`config.mk`:
```
export PLATFORM = sky130hd
export DESIGN_NAME = rmii_rx_framer
export DESIGN_NICKNAME = d
export VERILOG_FILES = /design/src/rtl/rmii_rx_framer.sv
export SDC_FILE = /design/constraint.sdc
export NUM_CORES = 1
export LEC_CHECK = 0
export CAP_MARGIN = 20
export CORE_ASPECT_RATIO = 1.1
export CORE_MARGIN = 8
export CORE_UTILIZATION = 30
export DETAILED_ROUTE_END_ITERATION = 12
export GPL_TIMING_DRIVEN = 0
export PLACE_DENSITY = 0.52
export SLEW_MARGIN = 15
export SYNTH_ARGS = -nofsm -noshare
export SYNTH_HDL_FRONTEND = slang
export SYNTH_SLANG_ARGS = --single-unit
```
`constraint.sdc`:
```
create_clock -name clk -period 2.9 [get_ports clk]
set_input_delay 0.435 -clock clk [delete_from_list [all_inputs] [get_ports clk]]
set_output_delay 0.435 -clock clk [all_outputs]
set_load 0.03 [all_outputs]
```
`src/rtl/rmii_rx_framer.sv`:
```
// rmii_rx_framer: RMII receive framer.
// Hunts preamble/SFD and assembles LSB-first dibits into bytes.
// Stores each frame in a byte buffer and extracts a header field.
// Holds each completed frame under a valid/ack handshake.
// Counts frames that arrive while a frame is held, then drops them.
// Optional feature: define RMII_RX_CRC_EN to check the CRC-32 FCS.
// Without RMII_RX_CRC_EN, crc_ok reports 1 for every frame.
module rmii_rx_framer #(
  parameter int unsigned BUF_DEPTH   = 128,
  parameter int unsigned FIELD_OFS   = 14,
  parameter int unsigned FIELD_BYTES = 4,
  localparam int unsigned AW         = $clog2(BUF_DEPTH)
) (
  input  logic                       clk,
  input  logic                       rst,
  input  logic [1:0]                 rxd,
  input  logic                       crs_dv,
  input  logic                       rx_er,
  output logic                       frame_valid,
  input  logic                       frame_ack,
  output logic [15:0]                frame_len,
  output logic [8*FIELD_BYTES-1:0]   field_data,
  output logic                       crc_ok,
  output logic                       overflow,
  output logic                       rx_err,
  output logic                       runt,
  output logic [7:0]                 drop_cnt,
  input  logic [AW-1:0]              rd_addr,
  output logic [7:0]                 rd_data
);

  typedef enum logic [2:0] {S_IDLE, S_PRE, S_DATA, S_HOLD, S_DROP} state_t;

  state_t      state, state_nxt;
  logic [1:0]  phase;
  logic [5:0]  sr;
  logic [15:0] len;
  logic [1:0]  quiet;
  logic [7:0]  mem [BUF_DEPTH];

  logic        start_c, end_c, dibit_c, byte_done_c, drop_hit_c;
  logic        in_buf_c, crc_match_c;
  logic [7:0]  byte_c;

  assign byte_c   = {rxd, sr};
  assign in_buf_c = (len < 16'(BUF_DEPTH));

`ifdef RMII_RX_CRC_EN
  localparam logic [31:0] CRC_POLY    = 32'hEDB88320;
  localparam logic [31:0] CRC_RESIDUE = 32'hDEBB20E3;
  logic [31:0] crc;

  function automatic logic [31:0] crc_step(input logic [31:0] c, input logic [1:0] d);
    logic [31:0] r;
    r = c;
    for (int i = 0; i < 2; i++) begin
      r = (r[0] ^ d[i]) ? ((r >> 1) ^ CRC_POLY) : (r >> 1);
    end
    return r;
  endfunction

  // Reflected CRC-32 over every accepted dibit of the frame, FCS included
  always_ff @(posedge clk) begin
    if (rst || start_c) crc <= 32'hFFFF_FFFF;
    else if (dibit_c)   crc <= crc_step(crc, rxd);
  end

  assign crc_match_c = (crc == CRC_RESIDUE);
`else
  assign crc_match_c = 1'b1;
`endif

  // State register
  always_ff @(posedge clk) begin
    if (rst) state <= S_IDLE;
    else     state <= state_nxt;
  end

  // Next-state decode and per-cycle datapath strobes
  always_comb begin
    state_nxt   = state;
    start_c     = 1'b0;
    end_c       = 1'b0;
    dibit_c     = 1'b0;
    byte_done_c = 1'b0;
    drop_hit_c  = 1'b0;
    case (state)
      S_IDLE: if (crs_dv && rxd == 2'b01) state_nxt = S_PRE;
      S_PRE: begin
        if (!crs_dv)              state_nxt = S_IDLE;
        else if (rxd == 2'b11) begin
          state_nxt = S_DATA;
          start_c   = 1'b1;
        end
        else if (rxd != 2'b01)    state_nxt = S_IDLE;
      end
      S_DATA: begin
        if (phase == 2'd0 && !crs_dv) begin
          state_nxt = S_HOLD;
          end_c     = 1'b1;
        end else begin
          dibit_c     = 1'b1;
          byte_done_c = (phase == 2'd3);
        end
      end
      S_HOLD: begin
        if (frame_ack)                      state_nxt = crs_dv ? S_DROP : S_IDLE;
        else if (crs_dv && quiet == 2'd2)   drop_hit_c = 1'b1;
      end
      S_DROP: if (!crs_dv && quiet != 2'd0) state_nxt = S_IDLE;
      default: state_nxt = S_IDLE;
    endcase
  end

  // Consecutive carrier-low cycles, saturating at 2; arms drop counting
  always_ff @(posedge clk) begin
    if (rst || crs_dv)       quiet <= 2'd0;
    else if (quiet != 2'd2)  quiet <= quiet + 2'd1;
  end

  // Byte assembly, length, field capture and status flags
  always_ff @(posedge clk) begin
    if (rst) begin
      phase       <= 2'd0;
      sr          <= 6'd0;
      len         <= 16'd0;
      field_data  <= '0;
      overflow    <= 1'b0;
      rx_err      <= 1'b0;
      crc_ok      <= 1'b0;
      runt        <= 1'b0;
      frame_len   <= 16'd0;
      drop_cnt    <= 8'd0;
      frame_valid <= 1'b0;
    end else begin
      frame_valid <= (state_nxt == S_HOLD);
      if (start_c) begin
        phase      <= 2'd0;
        len        <= 16'd0;
        field_data <= '0;
        overflow   <= 1'b0;
        rx_err     <= 1'b0;
        crc_ok     <= 1'b0;
        runt       <= 1'b0;
      end
      if (state == S_DATA && rx_er) rx_err <= 1'b1;
      if (dibit_c) begin
        phase <= phase + 2'd1;
        case (phase)
          2'd0:    sr[1:0] <= rxd;
          2'd1:    sr[3:2] <= rxd;
          2'd2:    sr[5:4] <= rxd;
          default: sr      <= sr;
        endcase
      end
      if (byte_done_c) begin
        if (!in_buf_c)       overflow <= 1'b1;
        if (len != 16'hFFFF) len      <= len + 16'd1;
        for (int k = 0; k < int'(FIELD_BYTES); k++) begin
          if (len == 16'(FIELD_OFS + 32'(k)))
            field_data[8*(int'(FIELD_BYTES)-1-k) +: 8] <= byte_c;
        end
      end
      if (end_c) begin
        frame_len <= len;
        runt      <= (len < 16'd64);
        crc_ok    <= crc_match_c;
      end
      if (drop_hit_c && drop_cnt != 8'hFF) drop_cnt <= drop_cnt + 8'd1;
    end
  end

  // Frame buffer write port
  always_ff @(posedge clk) begin
    if (byte_done_c && in_buf_c) mem[len[AW-1:0]] <= byte_c;
  end

  // Registered buffer read port
  always_ff @(posedge clk) begin
    if (rst) rd_data <= 8'd0;
    else     rd_data <= mem[rd_addr];
  end

endmodule
```
# [Yosys cells after proc, flatten, opt, wreduce, memory -nomap -nowiden]
# Memories as Yosys holds them, arrays and structs flattened. A register that Yosys moved wholly into a read port is not among the register bits.
# Cells that the tools add are included.
[word_totals] out_inout_bits=69 regBits=90 mem_bits_rw=1024 word_cells=100 in_bits=14 mem_count=1
[mem_list] memory="mem" words=128 word_bits=8 rd=1 rd_ports_with_merged_regs=1 wr=1 line_no="39" rtl="logic [7:0] mem [BUF_DEPTH];"
[op_classes] reduce_logical=18 magnitude_cmp=2 eq_ne=19 mux=41 addsub=4
[op_table] op="2-to-1 mux 32 bit" n=2
[op_table] op="2-to-1 mux 16 bit" n=3
[op_table] op="== test 16 x 4 -> 1 bit, second input constant" n=2
[op_table] op="== test 16 x 5 -> 1 bit, second input constant" n=2
[op_table] op="2-to-1 mux 8 bit" n=4
[op_table] op="2-to-1 mux 3 bit" n=8
[op_table] op="2-to-1 mux 1 bit" n=21
[op_table] op="adder 16 x 1 -> 16 bit, second input constant" n=1
[op_table] op="< comparator 16 x 7 -> 1 bit, second input constant" n=1
[op_table] op="< comparator 16 x 8 -> 1 bit, second input constant" n=1
[op_table] op="!= test 16 bit, second input constant" n=1
[op_table] op="case mux 3 bit (5 select lines)" n=1
[op_table] op="== test 3 x 2 -> 1 bit, second input constant" n=3
[op_table] op="adder 8 x 1 -> 8 bit, second input constant" n=1
[op_table] op="== test 2 bit, second input constant" n=4
[op_table] op="!= test 8 bit, second input constant" n=1
[op_table] op="nonzero test 2 bit" n=4
[op_table] op="logical AND 1 bit" n=7
[op_table] op="AND reduction 2 bit" n=3
[op_table] op="adder 2 x 1 -> 2 bit, second input constant" n=2
[op_table] op="== test 2 x 1 -> 1 bit, second input constant" n=2
[op_table] op="2-to-1 mux 2 bit" n=2
[op_table] op="== test 3 x 1 -> 1 bit, second input constant" n=1
[op_table] op="== test 3 bit, second input constant" n=1
[op_table] op="other kinds (6)" n=6

# [Depth between registers and ports, before layout]
[logic_depth] ltp_word=7 depth_mapped=10 depth_no_buf=8

# [Worst setup path after synthesis]
# Ideal clock, no wire load.
[synth_path] path_type="reg-to-reg" start="reg len[10]" end="mem mem[64][0], enable pin" path_slack_ns=0.213 required_ns=2.505 n_path_buf=2 synth_period_minus_slack_ns=2.687 stages_incl_launch_ff=8 setup_time_ns=0.395 arrival_time_ns=2.293 path_cell_list="dfxtp_1 > buf_2 > nor4_1 > nand3_1 > nor2_1 > buf_4 > nand3_1 > nor4_1"
[synth_between] elab_chain_cells=4
[synth_lines] item="start: declaration" line_no="37" rtl="logic [15:0] len;"
[synth_lines] item="start signal: assignment" line_no="158" rtl="if (len != 16'hFFFF) len <= len + 16'd1;"
[synth_lines] item="< comparator 16 x 8 -> 1 bit" line_no="46" rtl="assign in_buf_c = (len < 16'(BUF_DEPTH));"
[synth_lines] item="logical AND 1 bit" line_no="175" rtl="if (byte_done_c && in_buf_c) mem[len[AW-1:0]] <= byte_c;"
[synth_lines] item="2-to-1 mux 1 bit" line_no="175"
[synth_lines] item="2-to-1 mux 1 bit (not written as such)" line_no="175"
[synth_lines] item="end: declaration" line_no="39"
# Every way passes these cells.

==> summary.md <==
| Metric | Value |
|---|---|
| Status | `complete, but fails checks` |
| Violated checks | `negative setup slack` |
| Final setup vio count | `95` |
| Routed WL | `128 mm` |
| Initial antenna violation count | `10` |
| Clock root cell | `clkbuf_16` |
| Mapped Area | `43900 µm²` |
| Crit path max fanout | `10` |
| Clk_skew | `23.8 ps` |
| Crit-path cells | `buf_4 -> buf_6 -> and2_1 -> buf_2 -> buf_1 -> a22oi_1 -> nand3_1 -> a41oi_1 -> a31oi_1 -> nand3_1` |
| CTS tree | `built` |
| Yosys cell types | `66` |
| FF-to-FF End | `mem[41][1]` |
| Worst slew margin | `0.254` |
| Number of global-route vias before repair | `24319` |
| Layout area overhead | `20.0%` |
| Critical Path Source Type | `input pin` |
| Worst Hold Endpoint | `mem[55][6]` |
| I/O pin count | `83` |
| Top post-synthesis cells by area | `edfxtp_1 (70%), mux4_2 (10%), dfxtp_1 (4.5%), mux2i_1 (3.6%), a22oi_1 (1.5%)` |
| Cell taking the most area after synthesis | `edfxtp_1` |
| Clock period minus worst slack | `2970 ps` |
| Largest net degree at the start of global routing | `87` |
| Worst reg-to-reg path cell count | `7` |
| DR DRC count | `0` |
| Vias per cell | `5.11` |
| Pwr dens | `624 nW/µm²` |
| DRT iter0 DRCs | `2286` |
| Syn avg cell area | `18.2 µm²` |
| Worst-margin pin slew | `1120 ps` |
| First-pass GRT wire length | `182 mm` |
| Top FF cell, synth | `edfxtp_1` |
| RSZ-0062 raised after global routing | `true` |
| Rows | `147` |
| Pre-antenna DRT Iters | `5` |
| Cell family contributing the most delay on the critical path | `buffers and inverters` |
| FF-to-FF setup slack | `-70 ps` |
| Peak Freq | `0.336 GHz` |
| Power consumption | `0.0329 W` |
| Final setup TNS | `-3800 ps` |
| Critical path class | `input pin to register` |
| Clock Latency Late Sink | `730 ps` |
| Avg WL per Cell | `27.3 µm` |
| CP Data Arrival Time | `3540 ps` |
| Fraction of layout cells with a size suffix above 1 | `0.241` |
| Highest ir drop seen on vdd | `0.537 mV` |
| Post-Synthesis Net Count | `2436` |
| Final setup margin | `-74.3 ps` |
| Slowest Stage Delay on Critical Path | `710 ps` |
| CP most frequent cell | `nand3_1` |
| Number of hold violations in the final report | `0` |
| Hold path start | `rxd[0]` |
| Worst reg2reg startpoint | `state[1]` |
| Die Height | `417 µm` |
| Die width | `381 µm` |
| Placeable Area | `146000 µm²` |
| Cts hold-fix bufs | `0` |
| Hold Path Stages | `1` |
| Via count | `23977` |
| Tcrit/Tclk final | `1.03` |
| Clock buffer count from CTS | `115` |
| H-tree levels | `3` |
| Post-synth ARST share | `0` |
| Crit. End Element | `register` |
| Clk sinks | `1122` |
| Leakage power | `16.8 nW` |
| Initial Util | `0.301` |
| Yosys top cell area share | `0.700` |
| Final net count | `2690` |
| Yosys warns | `0` |
| Final ANT Viol Nets | `0` |
| GR Overflow Total | `0` |
| Worst min path class | `input pin to register` |
| Post-synth EDFFs | `1024` |
| Final GP Congestion | `0.855` |
| Final Slew Violations | `0` |
| Synthesized flop and latch total | `1122` |
| CP required | `3460 ps` |
| I/O Buffers | `75` |
| WP buf/inv | `4` |
| Post-Syn Instances | `2411` |
| Gr usage total | `0.157` |
| Crit-path slowest cell | `buf_1` |
| Die area | `159000 µm²` |
| Maxcap violations | `0` |
| Register area share after synthesis | `0.745` |
| Clk slew on worst S/H paths | `60 ps` |
| CTS max path bufs | `3` |
| HPWL after DPL | `86.7 mm` |
==> timing repair <==
action / 4_1_cts / 5_1_grt
endpoints found under the setup margin: 995 / 766
gates resized for setup: 217 / 35
buffers inserted: 16 / 25
pin swaps: 12 / 23
==> layer usage <==
| layer | GRT usage | routed length, µm | up-vias |
|---|---|---|---|
| met4 | 0.0496 | 4220 | 4 |
| met3 | 0.0345 | 8310 | 221 |
| li1 | - | - | 10238 |
| met1 | 0.207 | 54400 | 12699 |
| met2 | 0.258 | 61300 | 815 |
| met5 | 0 | 26 | - |
==> metrics by stage <==
step	instance area, µm²	setup WS, ps	hold slack (ps)	cells	util
floorplan	43900	213	466	2411	-
global placement	47100	-3870	449	4423	0.323
detailed placement	47500	-1150	452	4444	0.326
CTS	52100	-131	91.3	4665	0.358
global route	52700	-145	112	4691	0.362
finish	52700	-74.3	134	4694	0.362
==> area by class of cell <==
cell class	count	area (µm²)
tap	1937	2420
timing repair buffer	138	1790
inverter	7	26.3
multi-input combinational	1138	11300
sequential	1122	32700
clock inverter	54	515
buffer	143	850
fill	13586	93000
antenna	3	7.51
clock buffer	152	3050
==> sequential cells by signal (all words and copies together) (netlist names), 2 cells and up <==
signal	flops
drop_cnt	8
field_data	32
frame_len	16
len	16
mem	1024
phase	2
quiet	2
rd_data	8
sr	6
state	3
==> worst max path at each step <==
stage          startpoint        endpoint  slack [ps]  cells past startpoint
2_1_floorplan     len[10]      mem[64][0]         210                      7
3_3_place_gp       rxd[0]          crc_ok       -3870                      8
3_5_place_dp       crs_dv     mem[110][0]       -1150                      7
4_1_cts          phase[0]      mem[69][7]        -130                      9
5_1_grt            len[5]  field_data[15]        -140                      8
6_report       rd_addr[0]      rd_data[2]         -70                     10
==> power by group <==
group / internal (W) / leakage, nW / switching (W)
Sequential: 0.0174 / 10.8 / 0.00000560
Clock: 0.00800 / 1.74 / 0.00628
Combinational: 0.000359 / 4.27 / 0.000774
==> synthesized netlist by cell type (10+ instances only) <==
cell type  count
buf_2         42
mux2i_1      160
dfxtp_1       98
clkbuf_1      54
a21oi_1       92
nand2_1      120
buf_4         35
nor3_1        19
a22oi_1       89
a31oi_1       10
o21ai_1       18
nor2b_1       20
edfxtp_1    1024
ha_1          11
mux4_2       200
nand3_1      106
nor2_1       162
==> cell usage in the layout, fill, tap and decap left out, types with 20 or more instances in the layout <==
cell             count
a21oi_1             92
a22oi_1             89
buf_12              31
buf_2               36
buf_4               57
clkbuf_1            81
clkbuf_16          115
clkdlybuf4s50_1     73
clkinv_1            20
dfxtp_1             92
edfxtp_1          1024
mux2i_1            160
mux4_2             200
nand2_1            118
nand3_1            100
nor2_1              42
nor2_2              35
nor2_4              86
==> cells by family after synthesis <==
| kind of cell | after synthesis | share of synthesized area |
|---|---|---|
| xor gates and xnor gates | 11 | 0.00219 |
| DFF | 1122 | 0.745 |
| buffers and inverters | 151 | 0.0183 |
| AOI/OAI and AO/OA | 263 | 0.0395 |
| adders and majority gates | 11 | 0.00313 |
| muxes | 362 | 0.140 |
| and+or+nand+nor | 491 | 0.0523 |
(Power assumes the default switching activity.)
